===== config.mk =====
export PLATFORM = sky130hd
export DESIGN_NAME = branch_resolve_queue
export DESIGN_NICKNAME = d
export VERILOG_FILES = /design/src/rtl/branch_resolve_queue.sv
export SDC_FILE = /design/constraint.sdc
export NUM_CORES = 1
export LEC_CHECK = 0
export BUFFER_PORTS_ARGS = -buffer_cell sky130_fd_sc_hd__buf_2
export CORE_MARGIN = 3
export CORE_UTILIZATION = 47
export CTS_BUF_LIST = sky130_fd_sc_hd__clkbuf_8 sky130_fd_sc_hd__clkbuf_16
export DETAILED_ROUTE_END_ITERATION = 8
export PLACE_DENSITY_LB_ADDON = 0.12
export SYNTH_ARGS = -nofsm -noshare
export SYNTH_HDL_FRONTEND = slang
export SYNTH_SLANG_ARGS = --single-unit

===== constraint.sdc =====
create_clock -name clk -period 3.3 [get_ports clk]
set_input_delay 0 -clock clk [delete_from_list [all_inputs] [get_ports clk]]
set_output_delay 0 -clock clk [all_outputs]
set_load 0.03 [all_outputs]

===== src/rtl/branch_resolve_queue.sv =====
// In-order queue of predicted branch directions, resolved oldest-first; mispredict flushes all younger entries.
// Optional macro BRQ_STATS_EN builds saturating hit/miss counters; otherwise hit_cnt/miss_cnt are tied to 0.
module branch_resolve_queue #(
  parameter int DEPTH = 4,
  parameter int CNT_W = 16
) (
  input  logic                     clk,
  input  logic                     rst_n,
  input  logic                     pred_valid,
  input  logic                     pred_taken,
  input  logic                     resolve_valid,
  input  logic                     resolve_taken,
  output logic                     result,
  output logic                     taken,
  output logic                     mispredict,
  output logic                     full,
  output logic                     empty,
  output logic [$clog2(DEPTH):0]   count,
  output logic                     overflow_err,
  output logic                     underflow_err,
  output logic [CNT_W-1:0]         hit_cnt,
  output logic [CNT_W-1:0]         miss_cnt
);

  localparam int PW = $clog2(DEPTH);
  localparam int CW = PW + 1;
  localparam logic [CW-1:0] DEPTH_C = CW'(DEPTH);

  logic [DEPTH-1:0] mem_q, mem_d;
  logic [PW-1:0]    wptr_q, wptr_d, rptr_q, rptr_d;
  logic [CW-1:0]    count_q, count_d;
  logic             full_q, full_d, empty_q, empty_d;
  logic             result_q, result_d, taken_q, taken_d, mis_q, mis_d;
  logic             ovf_q, ovf_d, unf_q, unf_d;
  logic             popOk, missHit, hitOk, pushOk;

  // A wrong-path push (same cycle as a mispredict) is dropped; a correct pop frees a slot for a push.
  always_comb begin
    popOk   = resolve_valid && (count_q != '0);
    missHit = popOk && (mem_q[rptr_q] != resolve_taken);
    hitOk   = popOk && !missHit;
    pushOk  = pred_valid && !missHit && ((count_q != DEPTH_C) || hitOk);

    mem_d   = mem_q;
    wptr_d  = wptr_q;
    rptr_d  = rptr_q;
    count_d = count_q;
    if (missHit) begin
      wptr_d  = rptr_q;
      count_d = '0;
    end else begin
      if (pushOk) begin
        mem_d[wptr_q] = pred_taken;
        wptr_d        = wptr_q + PW'(1);
      end
      if (hitOk) rptr_d = rptr_q + PW'(1);
      count_d = count_q + CW'(pushOk) - CW'(hitOk);
    end

    full_d   = (count_d == DEPTH_C);
    empty_d  = (count_d == '0);
    result_d = popOk;
    taken_d  = popOk ? resolve_taken : taken_q;
    mis_d    = missHit;
    ovf_d    = ovf_q || (pred_valid && (count_q == DEPTH_C) && !popOk);
    unf_d    = unf_q || (resolve_valid && (count_q == '0));
  end

  always_ff @(posedge clk) begin
    if (!rst_n) begin
      mem_q    <= '0;
      wptr_q   <= '0;
      rptr_q   <= '0;
      count_q  <= '0;
      full_q   <= 1'b0;
      empty_q  <= 1'b1;
      result_q <= 1'b0;
      taken_q  <= 1'b0;
      mis_q    <= 1'b0;
      ovf_q    <= 1'b0;
      unf_q    <= 1'b0;
    end else begin
      mem_q    <= mem_d;
      wptr_q   <= wptr_d;
      rptr_q   <= rptr_d;
      count_q  <= count_d;
      full_q   <= full_d;
      empty_q  <= empty_d;
      result_q <= result_d;
      taken_q  <= taken_d;
      mis_q    <= mis_d;
      ovf_q    <= ovf_d;
      unf_q    <= unf_d;
    end
  end

`ifdef BRQ_STATS_EN
  logic [CNT_W-1:0] hit_q, miss_q;

  // Counters stick at all-ones rather than wrapping.
  always_ff @(posedge clk) begin
    if (!rst_n) begin
      hit_q  <= '0;
      miss_q <= '0;
    end else begin
      if (hitOk && (hit_q != '1))    hit_q  <= hit_q + CNT_W'(1);
      if (missHit && (miss_q != '1)) miss_q <= miss_q + CNT_W'(1);
    end
  end

  assign hit_cnt  = hit_q;
  assign miss_cnt = miss_q;
`else
  assign hit_cnt  = '0;
  assign miss_cnt = '0;
`endif

  assign result        = result_q;
  assign taken         = taken_q;
  assign mispredict    = mis_q;
  assign full          = full_q;
  assign empty         = empty_q;
  assign count         = count_q;
  assign overflow_err  = ovf_q;
  assign underflow_err = unf_q;

endmodule


# Word level (Yosys, flattened, before mapping)
# Cells that the tools add are included.
[totals] regBits=18 latchBits=0 mem_bits_rw=0 mem_bits_ro=0 in_bits=6 out_inout_bits=42 elab_cells=51 mem_count=0
[op_classes] add_sub_neg=4 multipliers=0 n_div=0 n_lt_le_gt_ge=3 eq_ne=4 shift=0 n_mux=8 bitwise_logic=1 reduce_logical=20
[op_table] op="logical AND 1 bit" count=9
[op_table] op="equality test 3 bit (second input constant)" count=2
[op_table] op="zero test 3 bit" count=2
[op_table] op="less-than comparator 2 x 3 -> 1 bit (second input constant)" count=2
[op_table] op="adder 2 x 1 -> 2 bit (second input constant)" count=2
[op_table] op="bitwise mux 4 bit" count=1
[op_table] op="2-to-1 mux 2 bit" count=2
[op_table] op="AND reduction 2 bit" count=2
[op_table] op="adder 3 x 1 -> 3 bit" count=1
[op_table] op="logical OR 1 bit" count=3
[op_table] op="2-to-1 mux 3 bit" count=1
[op_table] op="!= test 3 bit (second input constant)" count=1
[op_table] op="nonzero test 3 bit" count=1
[op_table] op="subtractor 3 x 1 -> 3 bit" count=1
[op_table] op="binary-select mux 1 bit (select 2 bit)" count=1
[op_table] op="demux 1 bit (select 2 bit)" count=1
[op_table] op=">= comparator 2 x 1 -> 1 bit (second input constant)" count=1
[op_table] op="zero test 1 bit" count=2
[op_table] op="2-to-1 mux 1 bit" count=2
[op_table] op="nonzero test 2 bit" count=1
[op_table] op="!= test 1 bit" count=1
[op_table] op="inverter 1 bit" count=1

# Depth between registers and ports, before layout
# Gate-level depths: netlist of run 1.
[depth] ltp_word=12 depth_mapped=14 ltp_nobuf=13

# Worst setup path before layout of run 1
# Ideal clock, no wire load.
[synth_path] path_type="reg2reg" from="register rptr_q[0]" to="register full_q (netlist: full)" setup_time_ns=0.078 arrival_ns=2.828 slack_ns=0.395 path_stages_with_launch=14 n_path_buf=0 synth_period_minus_slack_ns=2.905 path_cell_list="dfxtp_1 > mux4_2 > xor2_2 > nand2_1 > nand3_1 > ha_1 > inv_1 > ha_1 > inv_1 > fa_1 > xnor2_1 > xnor2_1 > o211ai_1 > nor3_1"
[synth_between] elab_chain_len=12
[synth_rtl] item="start, declared" line="30" text="logic [PW-1:0] wptr_q, wptr_d, rptr_q, rptr_d;"
[synth_rtl] item="start signal, assigned" line="85" text="rptr_q <= rptr_d;"
[synth_rtl] item="binary-select mux 1 bit (select 2 bit) (*)" line="40" text="missHit = popOk && (mem_q[rptr_q] != resolve_taken);"
[synth_rtl] item="2-to-1 mux 1 bit (implied by the code) (*)" line="40"
[synth_rtl] item="!= test 1 bit (*)" line="40"
[synth_rtl] item="logical AND 1 bit (*)" line="40"
[synth_rtl] item="zero test 1 bit" line="41, 42"
[synth_rtl] item="logical AND 1 bit" line="41" text="hitOk = popOk && !missHit;"
[synth_rtl] item="logical OR 1 bit" line="42" text="pushOk = pred_valid && !missHit && ((count_q != DEPTH_C) || hitOk);"
[synth_rtl] item="logical AND 1 bit" line="42"
[synth_rtl] item="adder 3 x 1 -> 3 bit" line="57" text="count_d = count_q + CW'(pushOk) - CW'(hitOk);"
[synth_rtl] item="subtractor 3 x 1 -> 3 bit" line="57"
[synth_rtl] item="2-to-1 mux 3 bit (*)" line="48" text="if (missHit) begin"
[synth_rtl] item="equality test 3 bit (*)" line="60" text="full_d = (count_d == DEPTH_C);"
[synth_rtl] item="end signal, assigned" line="87" text="full_q <= full_d;"
[synth_rtl] item="end, declared" line="32" text="logic full_q, full_d, empty_q, empty_d;"
# Every way passes the cells marked *; elsewhere a longest branch is shown, timed or not. The select of a mux whose other input is x is not followed.
# A chain may end at the register's enable or synchronous reset.

# Worst setup path after layout of run 1
# Same ends and word-level chain as after synthesis.

==> impl_metrics.csv, run 1 <==
group,metric,value,unit
status,outcome,"finished clean",
global_routing,antenna_found_initial,0,
job,cap_violations,0,
die,initial_core_util,52.9,%
global_routing,grt_overflow_total,0,
clock_tree,numCtsBuffers,3,
route,drt_iter0_drc,10,
timing,hold_viol,0,
die,dieArea,2990,um^2
timing,fin_skew,2.73,ps
setup_path,cp-start-kind,"flop",
synth,yosysSeqAreaShare,32.4,%
synth,ys_seq_elements,18,
synth,ys_warn_count,0,
setup_path,required,3470,ps
clock_tree,cts_resized,0,
synth,synth_flop_cell,"dfxtp_1",
place,dp_hpwl,1.50,mm
pwr,vdd_ir_drop_max,0.457,mV
synth,synth_top_family_by_area,"buffers and inverters",
route,dr.pass1.iters,4,
final_layout,fillCellCount,221,
place,place.gp.congestion,0.811,
final_layout,utilization,54.6,%
route,totalWireLength,1.89,mm
die,fp.dieW,54.7,um
final_layout,drive_gt1_share,16.0,%
timing,fin_tns_setup,0,ps
synth,syn-cell-area,1110,um^2
timing,setup_violations,0,
setup_path,path_class,"flop to flop",
synth,synthArstFlopShare,0,%
synth,ys_types,28,
timing,maxSlewViolCount,0,
clock_tree,ctsLongestPathBuffers,2,
route,drc,0,
clock_tree,clock_sinks,18,
clock_tree,cts_tree,"built",
clock_tree,ctsHtreeMaxLevel,1,
min_path,hp-class,"primary input to flop",
clock_tree,cts_hold_buf,0,
route,vias,806,
final_layout,area_growth_syn_to_layout,3.26,%
place,port_buffers,15,
die,rows,16,
synth,synth_mux_area_share,5.62,%
clock_tree,postCtsSetupBuffers,0,
setup_path,cp-end-kind,"flop",
timing,fin_crit,2880,ps
route,routed_via_density,4.71,
route,final_antenna_net_count,0,
global_routing,grt_usage,13.8,%
timing,period_share,87.4,%
global_routing,first_global_vias,648,
pwr,cellLeakagePower,0.000561,uW
timing,whs,21.6,ps
clock_tree,clkLatencyLatePin,250,ps
global_routing,grt_pass1_wl,2.95,mm
setup_path,cp.arrival,3060,ps
die,core_area,2100,um^2
global_routing,grt_max_degree,12,
synth,synthSimpleGateAreaFrac,13.8,%
synth,avgSynthCellArea,8.62,um^2
timing,achievable-frequency,347,MHz
die,die_y,54.7,um
synth,synth_compound_area_share,8.32,%
synth,synth-adder-area-share,8.55,%
synth,synth-xor-area-share,4.61,%
clock_tree,cts_root_buf,"clkbuf_8",
clock_tree,clkSlewWorstSetupHoldPaths,70,ps
route,routedWlPerCell,11.0,um
die,io_pins,48,
pwr,powerDensity,804,nW/um^2
timing,rsz0062_at_grt,"no",
synth,synth-edff-count,0,
final_layout,antenna_cells,0,
setup_path,crit_fanout,4,
synth,synthCells,129,
final_layout,layout.nets,158,
-- power breakdown --
part	leakage, uW	switching [uW]	internal (uW)
sequential	0.000147	37.2	273
combinational	0.000385	292	145
clock	0.0000288	71.1	106
-- kinds of logic (layout without fill, tap and decap cells) --
kind of cell               Yosys count  after routing
buffers and inverters               46             30
and+or+nand+nor                     32             32
DFF                                 18             18
AOI/OAI and AO/OA                   15             15
adders and majority gates            7              7
xor gates and xnor gates             5              5
muxes                                5              5
other                                1             32
-- layout by cell type, fill, tap and decap left out, drive strengths merged, types with 2 or more instances in the layout --
cell type and instances:
conb 32, dfxtp 18, buf 17, nand2 10
inv 9, a21oi 8, nand3 7, ha 6
nor2 5, nor3 4, mux2i 4, xnor2 4
clkbuf 4, and3 2
-- synth_stat cells (all sizes together), types with 2 or more instances --
| master | n | share of area (%) |
|---|---|---|
| clkbuf | 5 | 1.7 |
| a21oi | 8 | 3.6 |
| dfxtp | 18 | 32 |
| nor3 | 4 | 1.8 |
| nand3 | 7 | 3.1 |
| and3 | 2 | 1.1 |
| ha | 6 | 6.7 |
| inv | 9 | 3.0 |
| xnor2 | 4 | 3.1 |
| nand2 | 10 | 3.4 |
| nor2 | 5 | 1.7 |
| buf | 32 | 22 |
| mux2i | 4 | 3.6 |
-- per-layer routing --
layer,vias to the layer above,track usage [%],part of all wire [%]
met5,-,0,0
met4,0,4.98,1.2
met3,4,2.45,11
met2,52,21.3,44
met1,359,19.1,43
li1,391,-,-
-- flip-flops by register name (all words and copies together), names as in the netlist --
register,cells
mem_q,4
count,3
rptr_q,2
wptr_q,2
empty,1
full,1
mispredict,1
overflow_err,1
result,1
taken,1
underflow_err,1
-- critical path, stage by stage (launching register included) --
cell	delay [ps]
dfxtp_1	390
mux4_2	570
xor2_2	180
nand2_1	90
nand3_1	80
ha_1	280
inv_1	60
ha_1	130
inv_1	50
fa_1	370
xnor2_1	170
xnor2_1	160
o211ai_1	150
nor3_1	150
-- worst paths after layout --
path	slack, ps	cells past startpoint	to	startpoint
worst max register to register	420	13	full$_SDFF_PN0_	rptr_q[0]$_SDFFE_PN0P_
worst min-delay path	20	3	underflow_err$_SDFF_PN0_	resolve_valid
worst min register to register	460	2	mem_q[3]$_SDFFE_PN0P_	mem_q[3]$_SDFFE_PN0P_
worst max-delay path	420	13	full$_SDFF_PN0_	rptr_q[0]$_SDFFE_PN0P_
-- per-stage QoR --
| step | total power (uW) | cell area (um^2) | cells | setup slack (ps) |
|---|---|---|---|---|
| 2_1_floorplan | 682 | 1230 | 160 | 395 |
| 3_3_place_gp | 744 | 1090 | 167 | 496 |
| 3_5_place_dp | 751 | 1090 | 167 | 408 |
| 4_1_cts | 930 | 1150 | 171 | 393 |
| 5_1_grt | 997 | 1150 | 171 | 156 |
| 6_report | 924 | 1150 | 171 | 416 |
-- cell type report --
class / instances / area (um^2) / share of cell area, %
sequential: 18 / 360 / 31.4
multi-input combinational: 96 / 576 / 50.1
inverter: 9 / 33.8 / 2.94
tap: 27 / 33.8 / 2.94
timing repair buffer: 17 / 90.1 / 7.84
clock buffer: 4 / 55.1 / 4.79
(Power assumes the default switching activity.)
==> run 2, diff against run 1 <==
--- a/config.mk
+++ b/config.mk
@@ -10,7 +10,7 @@
 export CORE_UTILIZATION = 47
 export CTS_BUF_LIST = sky130_fd_sc_hd__clkbuf_8 sky130_fd_sc_hd__clkbuf_16
 export DETAILED_ROUTE_END_ITERATION = 8
-export PLACE_DENSITY_LB_ADDON = 0.12
+export PLACE_DENSITY = 0.79
 export SYNTH_ARGS = -nofsm -noshare
 export SYNTH_HDL_FRONTEND = slang
 export SYNTH_SLANG_ARGS = --single-unit
==> impl_metrics.csv, run 2 (synthesis results as in run 1) <==
group,metric,value,unit
setup_path,crit_fanout,9,
place,placed_area,1090,um^2
place,dp.cells,166,
global_routing,first_global_vias,671,
pwr,cellLeakagePower,0.000559,uW
clock_tree,cts_tree,"built",
die,die_y,54.7,um
timing,fin_skew,1.83,ps
final_layout,antenna_cells,0,
setup_path,cp.arrival,3180,ps
setup_path,slowest_delay,600,ps
final_layout,fillCellCount,203,
route,drt_iter0_drc,23,
timing,period_share,91.2,%
die,initial_core_util,52.9,%
route,totalWireLength,1.96,mm
final_layout,final_cells,170,
place,port_buffers,15,
setup_path,critPathSlowestCell,"mux4_2",
final_layout,largest_reg_flops,4,
route,dr.pass1.iters,4,
timing,fin_tns_setup,0,ps
final_layout,drive_gt1_share,15.4,%
timing,achievable-frequency,332,MHz
route,vias,802,
die,fp.dieW,54.7,um
final_layout,final_common_cell,"conb_1",
die,core_area,2100,um^2
route,routed_via_density,4.72,
clock_tree,cts_root_buf,"clkbuf_8",
setup_path,required,3480,ps
route,final_antenna_net_count,0,
place,dp_hpwl,1.49,mm
die,rows,16,
final_layout,layout.nets,157,
timing,rsz0062_at_grt,"no",
final_layout,top_register,"mem_q",
global_routing,grt_pass1_wl,3.01,mm
min_path,hp-class,"primary input to flop",
timing,setup_violations,0,
job,cap_violations,0,
place,place.gp.congestion,0.785,
die,dieArea,2990,um^2
global_routing,grt_max_degree,12,
clock_tree,clkLatencyLatePin,250,ps
pwr,vdd_ir_drop_max,0.475,mV
final_layout,final_area,1150,um^2
timing,maxSlewViolCount,0,
clock_tree,ctsLongestPathBuffers,2,
global_routing,antenna_found_initial,0,
pwr,powerDensity,801,nW/um^2
setup_path,crit_chain,"mux4_2 -> xor2_4 -> nand2_1 -> nand3_1 -> ha_1 -> inv_1 -> ha_1 -> inv_1 -> fa_1 -> xnor2_1 -> xnor2_1 -> o211ai_1 -> nor3_1",
global_routing,grt_overflow_total,0,
route,routedWlPerCell,11.5,um
timing,fin_crit,3010,ps
die,io_pins,48,
clock_tree,clock_sinks,18,
setup_path,cp-end-kind,"flop",
clock_tree,numCtsBuffers,3,
route,drc,0,
timing,hold_viol,0,
clock_tree,ctsHtreeMaxLevel,1,
global_routing,grt_usage,14.5,%
status,outcome,"finished clean",
final_layout,layout_common_cells,"conb_1, dfxtp_1, buf_2, nand2_1, inv_1",
clock_tree,clkSlewWorstSetupHoldPaths,70,ps
final_layout,area_growth_syn_to_layout,3.60,%
setup_path,cp-start-kind,"flop",
setup_path,path_class,"flop to flop",
==> run 2: cell count changes in the layout (fill, tap and decap cells not counted) <==
cell / before / now
xor2_4: 0 / 1
buf_4: 2 / 1
xor2_2: 1 / 0
==> run 2: repair_timing <==
item | 4_1_cts | 5_1_grt
buffers inserted | 0 | 0
setup endpoints to repair | 0 | 2
gates resized for setup | 0 | 1
hold endpoints to repair | 0 | 0
hold buffers | 0 | 0
==> run 2: metrics by stage <==
| step | hold slack, ps | worst slack [ps] | util, % | power, uW |
|---|---|---|---|---|
| after floorplan | 136 | 395 | - | 682 |
| after global placement | 263 | 299 | 51.7 | 727 |
| after detailed placement | 281 | 209 | 51.7 | 744 |
| after CTS | 28.7 | 198 | 54.3 | 927 |
| after global routing | 78.4 | 24.6 | 54.8 | 994 |
| final | 52.0 | 292 | 54.8 | 923 |
==> run 2: critical path: cells and delay by family (launching register included) <==
family                     cells  cell delay (ps)
adders and majority gates      3              730
xor gates and xnor gates       3              620
muxes                          1              600
DFF                            1              390
and+or+nand+nor                3              380
AOI/OAI and AO/OA              1              140
buffers and inverters          2              100
==> run 2: area by class of cell <==
cell class,instances,area (um^2),share of cell area [%]
clock buffer,4,55.1,4.78
inverter,9,33.8,2.93
timing repair buffer,16,82.6,7.17
multi-input combinational,96,587,50.9
tap,27,33.8,2.93
sequential,18,360,31.3
==> run 2: metal layers <==
layer | global-route usage (%) | vias up | share of wire (%)
li1 | - | 385 | -
met1 | 17.6 | 363 | 43
met2 | 22.6 | 48 | 44
met3 | 5.99 | 6 | 11
met4 | 5.39 | 0 | 2.1
met5 | 0 | - | 0
==> run 2: final timing paths <==
check / startpoint / end / slack [ps] / depth (start not counted)
max: rptr_q[0]$_SDFFE_PN0P_ / full$_SDFF_PN0_ / 290 / 13
min: resolve_taken / taken$_SDFFE_PN0P_ / 50 / 3
max reg2reg: rptr_q[0]$_SDFFE_PN0P_ / full$_SDFF_PN0_ / 290 / 13
min reg2reg: taken$_SDFFE_PN0P_ / taken$_SDFFE_PN0P_ / 450 / 2
==> run 2: where the power goes <==
| part | switching [uW] | internal [uW] |
|---|---|---|
| Sequential | 39.5 | 273 |
| Combinational | 291 | 141 |
| Clock | 72.4 | 106 |
==> run 3, diff against run 2 <==
--- a/config.mk
+++ b/config.mk
@@ -5,12 +5,13 @@
 export SDC_FILE = /design/constraint.sdc
 export NUM_CORES = 1
 export LEC_CHECK = 0
+export ABC_AREA = 1
 export BUFFER_PORTS_ARGS = -buffer_cell sky130_fd_sc_hd__buf_2
 export CORE_MARGIN = 3
 export CORE_UTILIZATION = 47
 export CTS_BUF_LIST = sky130_fd_sc_hd__clkbuf_8 sky130_fd_sc_hd__clkbuf_16
 export DETAILED_ROUTE_END_ITERATION = 8
-export PLACE_DENSITY = 0.79
+export PLACE_DENSITY = 0.78
 export SYNTH_ARGS = -nofsm -noshare
 export SYNTH_HDL_FRONTEND = slang
 export SYNTH_SLANG_ARGS = --single-unit
==> impl_metrics.csv, run 3 <==
group,metric,value,unit
timing,period_share,77.6,%
place,place.gp.congestion,0.775,
final_layout,final_common_cell,"conb_1",
synth,synth_mux_area_share,0,%
clock_tree,ctsLongestPathBuffers,2,
global_routing,first_global_vias,742,
setup_path,critPathSlowestCell,"dfxtp_1",
timing,setup_violations,0,
final_layout,antenna_cells,0,
setup_path,rrSetupSlack,740,ps
die,die_y,55.7,um
place,port_buffers,15,
setup_path,crit_fanout,16,
setup_path,cp.arrival,2740,ps
clock_tree,clkLatencyLatePin,250,ps
global_routing,grt_max_degree,17,
final_layout,fillCellCount,215,
clock_tree,clkSlewWorstSetupHoldPaths,70,ps
route,routed_via_density,4.53,
final_layout,layout.nets,179,
place,placed_area,1130,um^2
die,fp.dieW,55.7,um
setup_path,slowest_delay,400,ps
clock_tree,clock_sinks,18,
pwr,vdd_ir_drop_max,0.534,mV
die,initial_core_util,51.1,%
timing,hold_viol,0,
job,cap_violations,0,
global_routing,grt_usage,12.0,%
die,rows,17,
route,final_antenna_net_count,0,
clock_tree,postCtsSetupBuffers,0,
setup_path,timing.rr.end,"full$_SDFF_PN0_",
min_path,hp-class,"primary input to flop",
synth,synthArstFlopShare,0,%
timing,fin_tns_setup,0,ps
clock_tree,ctsHtreeMaxLevel,1,
clock_tree,cts_hold_buf,0,
synth,ys_types,24,
final_layout,seq_area,360,um^2
timing,rsz0062_at_grt,"no",
route,routedWlPerCell,9.88,um
synth,synthCells,149,
synth,synth-adder-area-share,8.18,%
min_path,whs_path_depth,3,
route,vias,875,
clock_tree,cts_resized,0,
final_layout,area_growth_syn_to_layout,1.94,%
global_routing,grt_overflow_total,0,
synth,synth-xor-area-share,1.51,%
synth,synth_top_cell_by_area,"dfxtp_1",
timing,achievable-frequency,391,MHz
synth,synth_flop_cell,"dfxtp_1",
global_routing,antenna_found_initial,0,
synth,netlist.area_leader.share,31.0,%
global_routing,grt_pass1_wl,3.08,mm
pwr,cellLeakagePower,0.000625,uW
final_layout,top_register,"mem_q",
setup_path,reg2reg_from,"rptr_q[0]$_SDFFE_PN0P_",
final_layout,final_area,1180,um^2
final_layout,layout_common_cells,"conb_1, nand2_1, dfxtp_1, inv_1, buf_2",
final_layout,multiInputGateArea,577,um^2
synth,synth_top_family_by_area,"buffers and inverters",
min_path,hold_start,"resolve_valid",
synth,syn-cell-area,1160,um^2
synth,synth_compound_area_share,6.57,%
setup_path,cp-end-kind,"flop",
timing,maxSlewViolCount,0,
route,drt_iter0_drc,12,
setup_path,reg2regPathDepth,17,
setup_path,required,3480,ps
clock_tree,cts_root_buf,"clkbuf_8",
final_layout,drive_gt1_share,18.8,%
place,dp_hpwl,1.54,mm
final_layout,largest_reg_flops,4,
die,dieArea,3110,um^2
clock_tree,cts_tree,"built",
synth,synth_top_cells_by_count,"buf_4, nand2_1, dfxtp_1",
die,io_pins,48,
setup_path,path_class,"flop to flop",
timing,fin_crit,2560,ps
synth,synth-edff-count,0,
synth,yosysSeqAreaShare,31.0,%
timing,fin_skew,3.11,ps
route,drc,0,
die,core_area,2280,um^2
setup_path,cp-start-kind,"flop",
pwr,powerDensity,760,nW/um^2
clock_tree,numCtsBuffers,3,
synth,ys_top_cells_by_area,"dfxtp_1, buf_4, nand2_1",
synth,ys_seq_elements,18,
setup_path,critPathMostFrequentCell,"nand2_1",
route,dr.pass1.iters,5,
status,outcome,"finished clean",
synth,yosysMostFrequentCell,"buf_4",
synth,synthSimpleGateAreaFrac,23.0,%
route,totalWireLength,1.91,mm
synth,ys_warn_count,0,
synth,avgSynthCellArea,7.80,um^2
min_path,hold_end,"underflow_err$_SDFF_PN0_",
setup_path,crit_chain,"inv_2 -> nand2_1 -> nand3_2 -> nand2_1 -> nand2_2 -> nand3_4 -> nand2_1 -> ha_1 -> inv_1 -> ha_1 -> inv_1 -> fa_1 -> xnor2_1 -> nand2_1 -> inv_1 -> nand2_1 -> nor3_1",
## run 3: cell types whose count changed after synthesis, sizes merged, moves of 3 or more
cell	change
inv	+12
nand4	+6
nand3	+10
clkbuf	-4
mux2i	-4
nor3	-3
nand2	+13
## run 3: per-layer routing
layer	vias up	track usage (%)	share of wire, %
li1	442	-	-
met1	393	13.9	41
met2	38	21.3	50
met4	0	2.08	0.58
met3	2	4.18	8.9
met5	-	0	0
## run 3: layout make-up
class,count,area share (%)
clock buffers,4,4.65
flip-flops and latches,18,30.4
inverters,22,6.97
multi-input cells,106,48.7
well taps,28,2.96
repair buffers,15,6.34
## run 3: kinds of logic (layout without fill, tap and decap cells)
| logic type | after synthesis | in the layout |
|---|---|---|
| adders and majority gates | 7 | 7 |
| AOI/OAI and AO/OA | 13 | 13 |
| xor gates and xnor gates | 2 | 2 |
| buffers and inverters | 56 | 41 |
| and+or+nand+nor | 52 | 52 |
| other | 1 | 32 |
| DFF | 18 | 18 |
## run 3: critical path, delay by kind of cell, from the launching register on
| kind | cells | cell delay (ps) |
|---|---|---|
| and+or+nand+nor | 9 | 880 |
| xor gates and xnor gates | 1 | 180 |
| adders and majority gates | 3 | 770 |
| buffers and inverters | 4 | 240 |
| DFF | 1 | 400 |
## run 3: through the flow
step / hold WS [ps] / util [%] / setup slack, ps / power (uW) / cells
2_1_floorplan: 163 / - / 846 / 680 / 180
3_3_place_gp: 284 / 49.6 / 842 / 713 / 189
3_5_place_dp: 297 / 49.6 / 766 / 726 / 189
4_1_cts: 22.7 / 52.1 / 730 / 908 / 193
5_1_grt: 50.2 / 52.1 / 527 / 965 / 193
6_report: 17.5 / 52.1 / 740 / 900 / 193
## run 3: how the worst max path moves through the flow
stage / from / to / cells past startpoint
floorplan: count[1]$_SDFF_PN0_ / empty$_SDFF_PN1_ / 15
global placement: count[1]$_SDFF_PN0_ / full$_SDFF_PN0_ / 14
detailed placement: count[1]$_SDFF_PN0_ / empty$_SDFF_PN1_ / 15
CTS: rptr_q[0]$_SDFFE_PN0P_ / full$_SDFF_PN0_ / 17
global route: rptr_q[0]$_SDFFE_PN0P_ / full$_SDFF_PN0_ / 17
finish: rptr_q[0]$_SDFFE_PN0P_ / full$_SDFF_PN0_ / 17
## run 3: power by group
| group | internal (uW) | switching [uW] |
|---|---|---|
| registers | 268 | 36.9 |
| logic | 124 | 292 |
| clock network | 106 | 73.8 |
| total | 498 | 402 |
